<file path="config.mk">
export PLATFORM = sky130hd
export DESIGN_NAME = mux8_1_arbiter
export DESIGN_NICKNAME = d
export VERILOG_FILES = /design/src/rtl/mux_pkg.sv /design/src/rtl/rr_arbiter8.sv /design/src/rtl/mux8_1_arbiter.sv
export SDC_FILE = /design/constraint.sdc
export NUM_CORES = 1
export LEC_CHECK = 0
export CAP_MARGIN = 0
export CORE_UTILIZATION = 43
export CTS_BUF_LIST = sky130_fd_sc_hd__clkbuf_2
export CTS_CLUSTER_DIAMETER = 40
export DETAILED_ROUTE_END_ITERATION = 16
export PLACE_DENSITY = 0.84
export SLEW_MARGIN = 30
export SYNTH_ARGS = -nofsm -noshare
export SYNTH_HDL_FRONTEND = slang
export SYNTH_SLANG_ARGS = --single-unit
</file>
<file path="constraint.sdc">
create_clock -name clk -period 5.9 [get_ports clk]
set_clock_uncertainty 0.1 [all_clocks]
set_input_delay 1.18 -clock clk [delete_from_list [all_inputs] [get_ports clk]]
set_output_delay 1.18 -clock clk [all_outputs]
set_load 0.005 [all_outputs]
</file>
<file path="src/rtl/mux_pkg.sv">
// Shared mux/demux definitions: channel count, select width, select type.
// Imported by the 8:1 merger and its arbiter; shared with the 1:8 demux.
package mux_pkg;

  localparam int CH_N  = 8;
  localparam int SEL_W = 3;

  typedef logic [SEL_W-1:0] sel_t;

endpackage

</file>
<file path="src/rtl/rr_arbiter8.sv">
// Combinational 8-way round-robin arbiter: rotate, priority-encode, add.
// Ports: req[7:0], ptr (last winner) -> grant_idx, any (some request).
module rr_arbiter8
  import mux_pkg::*;
(
  input  logic [CH_N-1:0] req,
  input  sel_t            ptr,
  output sel_t            grant_idx,
  output logic            any
);

  sel_t              start;
  sel_t              off;
  logic [2*CH_N-1:0] dbl;
  logic [CH_N-1:0]   rot;

  // Search begins just past the last winner; ptr itself is checked last.
  assign start = ptr + sel_t'(1);
  assign dbl   = {req, req};
  assign rot   = dbl[{1'b0, start} +: CH_N];

  always_comb begin
    off = '0;
    for (int i = CH_N - 1; i >= 0; i--) begin
      if (rot[i]) off = sel_t'(i);
    end
  end

  assign grant_idx = start + off;
  assign any       = |req;

endmodule

</file>
<file path="src/rtl/mux8_1_arbiter.sv">
// Round-robin 8:1 channel merger with registered valid/ready output.
// Ports: clk, rst, in_1..in_8, in_valid/in_ready, dataout, select, out_valid/out_ready.
module mux8_1_arbiter
  import mux_pkg::*;
#(
  parameter int DATA_W = 4
) (
  input  logic              clk,
  input  logic              rst,
  input  logic [DATA_W-1:0] in_1,
  input  logic [DATA_W-1:0] in_2,
  input  logic [DATA_W-1:0] in_3,
  input  logic [DATA_W-1:0] in_4,
  input  logic [DATA_W-1:0] in_5,
  input  logic [DATA_W-1:0] in_6,
  input  logic [DATA_W-1:0] in_7,
  input  logic [DATA_W-1:0] in_8,
  input  logic [CH_N-1:0]   in_valid,
  output logic [CH_N-1:0]   in_ready,
  output logic [DATA_W-1:0] dataout,
  output sel_t              select,
  output logic              out_valid,
  input  logic              out_ready
);

  sel_t              ptr;
  sel_t              grant;
  logic              any;
  logic              load;
  logic [DATA_W-1:0] din [CH_N];

  assign din[0] = in_1;
  assign din[1] = in_2;
  assign din[2] = in_3;
  assign din[3] = in_4;
  assign din[4] = in_5;
  assign din[5] = in_6;
  assign din[6] = in_7;
  assign din[7] = in_8;

  rr_arbiter8 u_arb (
    .req       (in_valid),
    .ptr       (ptr),
    .grant_idx (grant),
    .any       (any)
  );

  // Output slot is free when empty or being drained this cycle.
  assign load = !out_valid || out_ready;

  always_comb begin
    in_ready = '0;
    if (!rst && load && any) in_ready[grant] = 1'b1;
  end

  always_ff @(posedge clk) begin
    if (rst) begin
      out_valid <= 1'b0;
      dataout   <= '0;
      select    <= '0;
      ptr       <= sel_t'(CH_N - 1);
    end else if (load) begin
      if (any) begin
        out_valid <= 1'b1;
        dataout   <= din[grant];
        select    <= grant;
        ptr       <= grant;
      end else begin
        out_valid <= 1'b0;
      end
    end
  end

endmodule

</file>
==> metrics <==
run status=completed; via/cell ratio=5.74; 1st-iter DRT viols=55; GRT Residual Overflow=0; Cell Rows=19; Synth top area share=0.173; Ys Warns=0; period utilization=0.983; core area=0.00278 mm2; Die ar.=0.00319 mm2; dpl hpwl=3.18 mm; Synth Flop Type=dfxtp_1; switching power=0.000688 W; CTS tree=done; commonest cells after routing, fill and taps aside=clkdlybuf4s50_1, nor2_1, nand2_1, buf_4, dfxtp_1; antenna fix cells=0; GP Congestion=0.883; I/O pin count=59; post-DR wirelength/cell=15.9 um; DRC=0; Final WS setup=0.100 ns; layout cells sized above 1=0.206; CP Max Fanout=2; Synth Instances=155; Comb pwr share=0.887; minimum clock period after layout=5.80 ns; post-route insts no fill=254; root buf cell=clkbuf_2; switching part of the total=0.471; DP Cell Count=247; Area Overhead vs Synth=57.9%; Crit. End Element=primary output; post-synthesis register bit count=11; commonest non-fill, non-tap cell in the layout=clkdlybuf4s50_1; Port-buffer cells=58; R2R setup slack=1.83 ns; Post-synth EDFFs=0; Worst Hold Class=reg2reg; area post-placement=0.00193 mm2; asr flop ratio synth=0; GRT Total Usage=0.248; CP Launch Type=input port; cell internal pwr=0.000774 W; TritonCTS Sinks=11; first-pass GRT wire length=6.30 mm; endpoints failing hold=0; top cells by area, synth=dfxtp_1, mux4_2, nor2_1; post-route cell area=0.00201 mm2; clock tree buffer depth=2; Power Dens Cells=726 mW/mm2; maxcap violations=0; sequential area share after synthesis=0.173; width of the die=56.5 um; number of global-route vias before repair=1416; FMAX=172 MHz; Initial DRT Pass Iterations=4; via count=1459; Starting Density=0.458; synthesized area per cell=8.23 um2; RSZ-0062 raised after global routing=true; # hold bufs at CTS=0; Final Setup Violations=0; Setup WS pre-CTS=-0.0198 ns; fin. max-slew vios=0; largest net degree at the start of global routing=18; clock latency on the worst-skew pair=0.27 ns; H-Tree Depth=1; Worst slew margin=0.552; final net count=270; Worst Setup Path Type=in2out; Die Y=56.5 um; critical path arrival=4.52 ns; cts bufs inserted=3; antenna-violating nets left=0; Peak VDD IR=0.917 mV; Clk pwr share=0.030; Data required, critical path=4.62 ns; final WL=4.03 mm; synthesized cell area=0.00127 mm2; initial antenna violation count=0; P_leak=0.838 nW; area leader, netlist=dfxtp_1; Worst-Margin Slew=0.667 ns; Seq pwr share=0.084; unique cell type count in the Yosys netlist=43; clock transition at the registers of the reported paths=0.11 ns; Syn Nets=201
==> power by group through the flow <==
stage | registers [W] | logic [W] | clock network, W
CTS | 0.000122 | 0.00121 | 0.0000450
floorplan | 0.000125 | 0.000881 | 0
global placement | 0.000121 | 0.00115 | 0
finish | 0.000122 | 0.00130 | 0.0000434
global route | 0.000125 | 0.00139 | 0.0000490
detailed placement | 0.000124 | 0.00120 | 0
==> area by class of cell <==
| class | instances | area [um2] |
|---|---|---|
| fill | 215 | 768 |
| sequential | 11 | 220 |
| multi-input combinational | 126 | 992 |
| inverter | 8 | 30.0 |
| clock buffer | 3 | 15.0 |
| clock inverter | 1 | 5.00 |
| timing repair buffer | 74 | 712 |
| tap | 31 | 38.8 |
==> metrics by stage <==
stage | hold slack (ns) | util | total power [W] | TNS (ns)
after floorplan | 0.353 | - | 0.00101 | 0
after global placement | 0.348 | 0.693 | 0.00128 | 0
after detailed placement | 0.360 | 0.693 | 0.00133 | -0.0316
after CTS | 0.378 | 0.703 | 0.00137 | 0
after global routing | 0.402 | 0.724 | 0.00157 | -0.0584
final | 0.369 | 0.724 | 0.00146 | 0
==> registers in the layout, indices dropped and copies added (netlist names) <==
| signal | flops |
|---|---|
| out_valid | 1 |
| dataout | 4 |
| ptr | 3 |
| select | 3 |
==> cells by family after synthesis <==
| group | after synthesis | share of synthesized area |
|---|---|---|
| multiplexers | 17 | 0.217 |
| XOR/XNOR | 3 | 0.0353 |
| flip-flops | 11 | 0.173 |
| AND/OR/NAND/NOR | 64 | 0.231 |
| AO/OA/AOI/OAI | 38 | 0.225 |
| buffers and inverters | 18 | 0.0736 |
| adder cells (fa/ha/maj) | 4 | 0.0461 |
==> repair_timing <==
action	in CTS	in global routing
pin swaps	1	2
setup buffers	0	3
endpoints found under the setup margin	2	8
endpoints found under the hold margin	0	0
resized for setup	3	10
==> cell usage after synthesis (2+ instances only) <==
cell / number
nor2_1: 26
nand2_1: 19
dfxtp_1: 11
mux4_2: 8
inv_1: 7
mux2i_1: 7
a21oi_1: 6
o21ai_0: 6
a2111oi_2: 4
nand2b_1: 4
nor3_1: 4
a211oi_1: 3
a31oi_1: 3
buf_2: 3
clkbuf_1: 3
nor2b_1: 3
or4_1: 3
a21boi_0: 2
a221oi_1: 2
buf_6: 2
ha_1: 2
nand3_1: 2
nand3b_1: 2
o211ai_1: 2
o21ai_1: 2
o22ai_1: 2
==> layer usage <==
layer  up-vias  wire length, um  GRT usage
met1       690             1670      0.296
met3         2              265     0.0530
met5         -                0          0
li1        708                -          -
met2        59             2080      0.459
met4         0               17     0.0383
==> worst max-delay path: stages <==
cell	delay, ns
clkdlybuf4s50_1	0.42
mux2_4	0.28
o31ai_2	0.24
a32oi_1	0.14
a22oi_2	0.23
nor2b_1	0.07
o22ai_1	0.17
ha_1	0.16
inv_1	0.04
fa_1	0.44
or4_4	0.53
nor2_1	0.10
clkdlybuf4s50_1	0.51
==> final timing paths <==
check | from | endpoint | cells past startpoint
max | in_valid[0] | in_ready[6] | 13
min | select[2]$_SDFFE_PP0P_ | select[2]$_SDFFE_PP0P_ | 2
max reg2reg | ptr[0]$_SDFFE_PP1P_ | dataout[1]$_SDFFE_PP0P_ | 15
min reg2reg | select[2]$_SDFFE_PP0P_ | select[2]$_SDFFE_PP0P_ | 2
No activity file was read; power rests on OpenSTA's default activity.
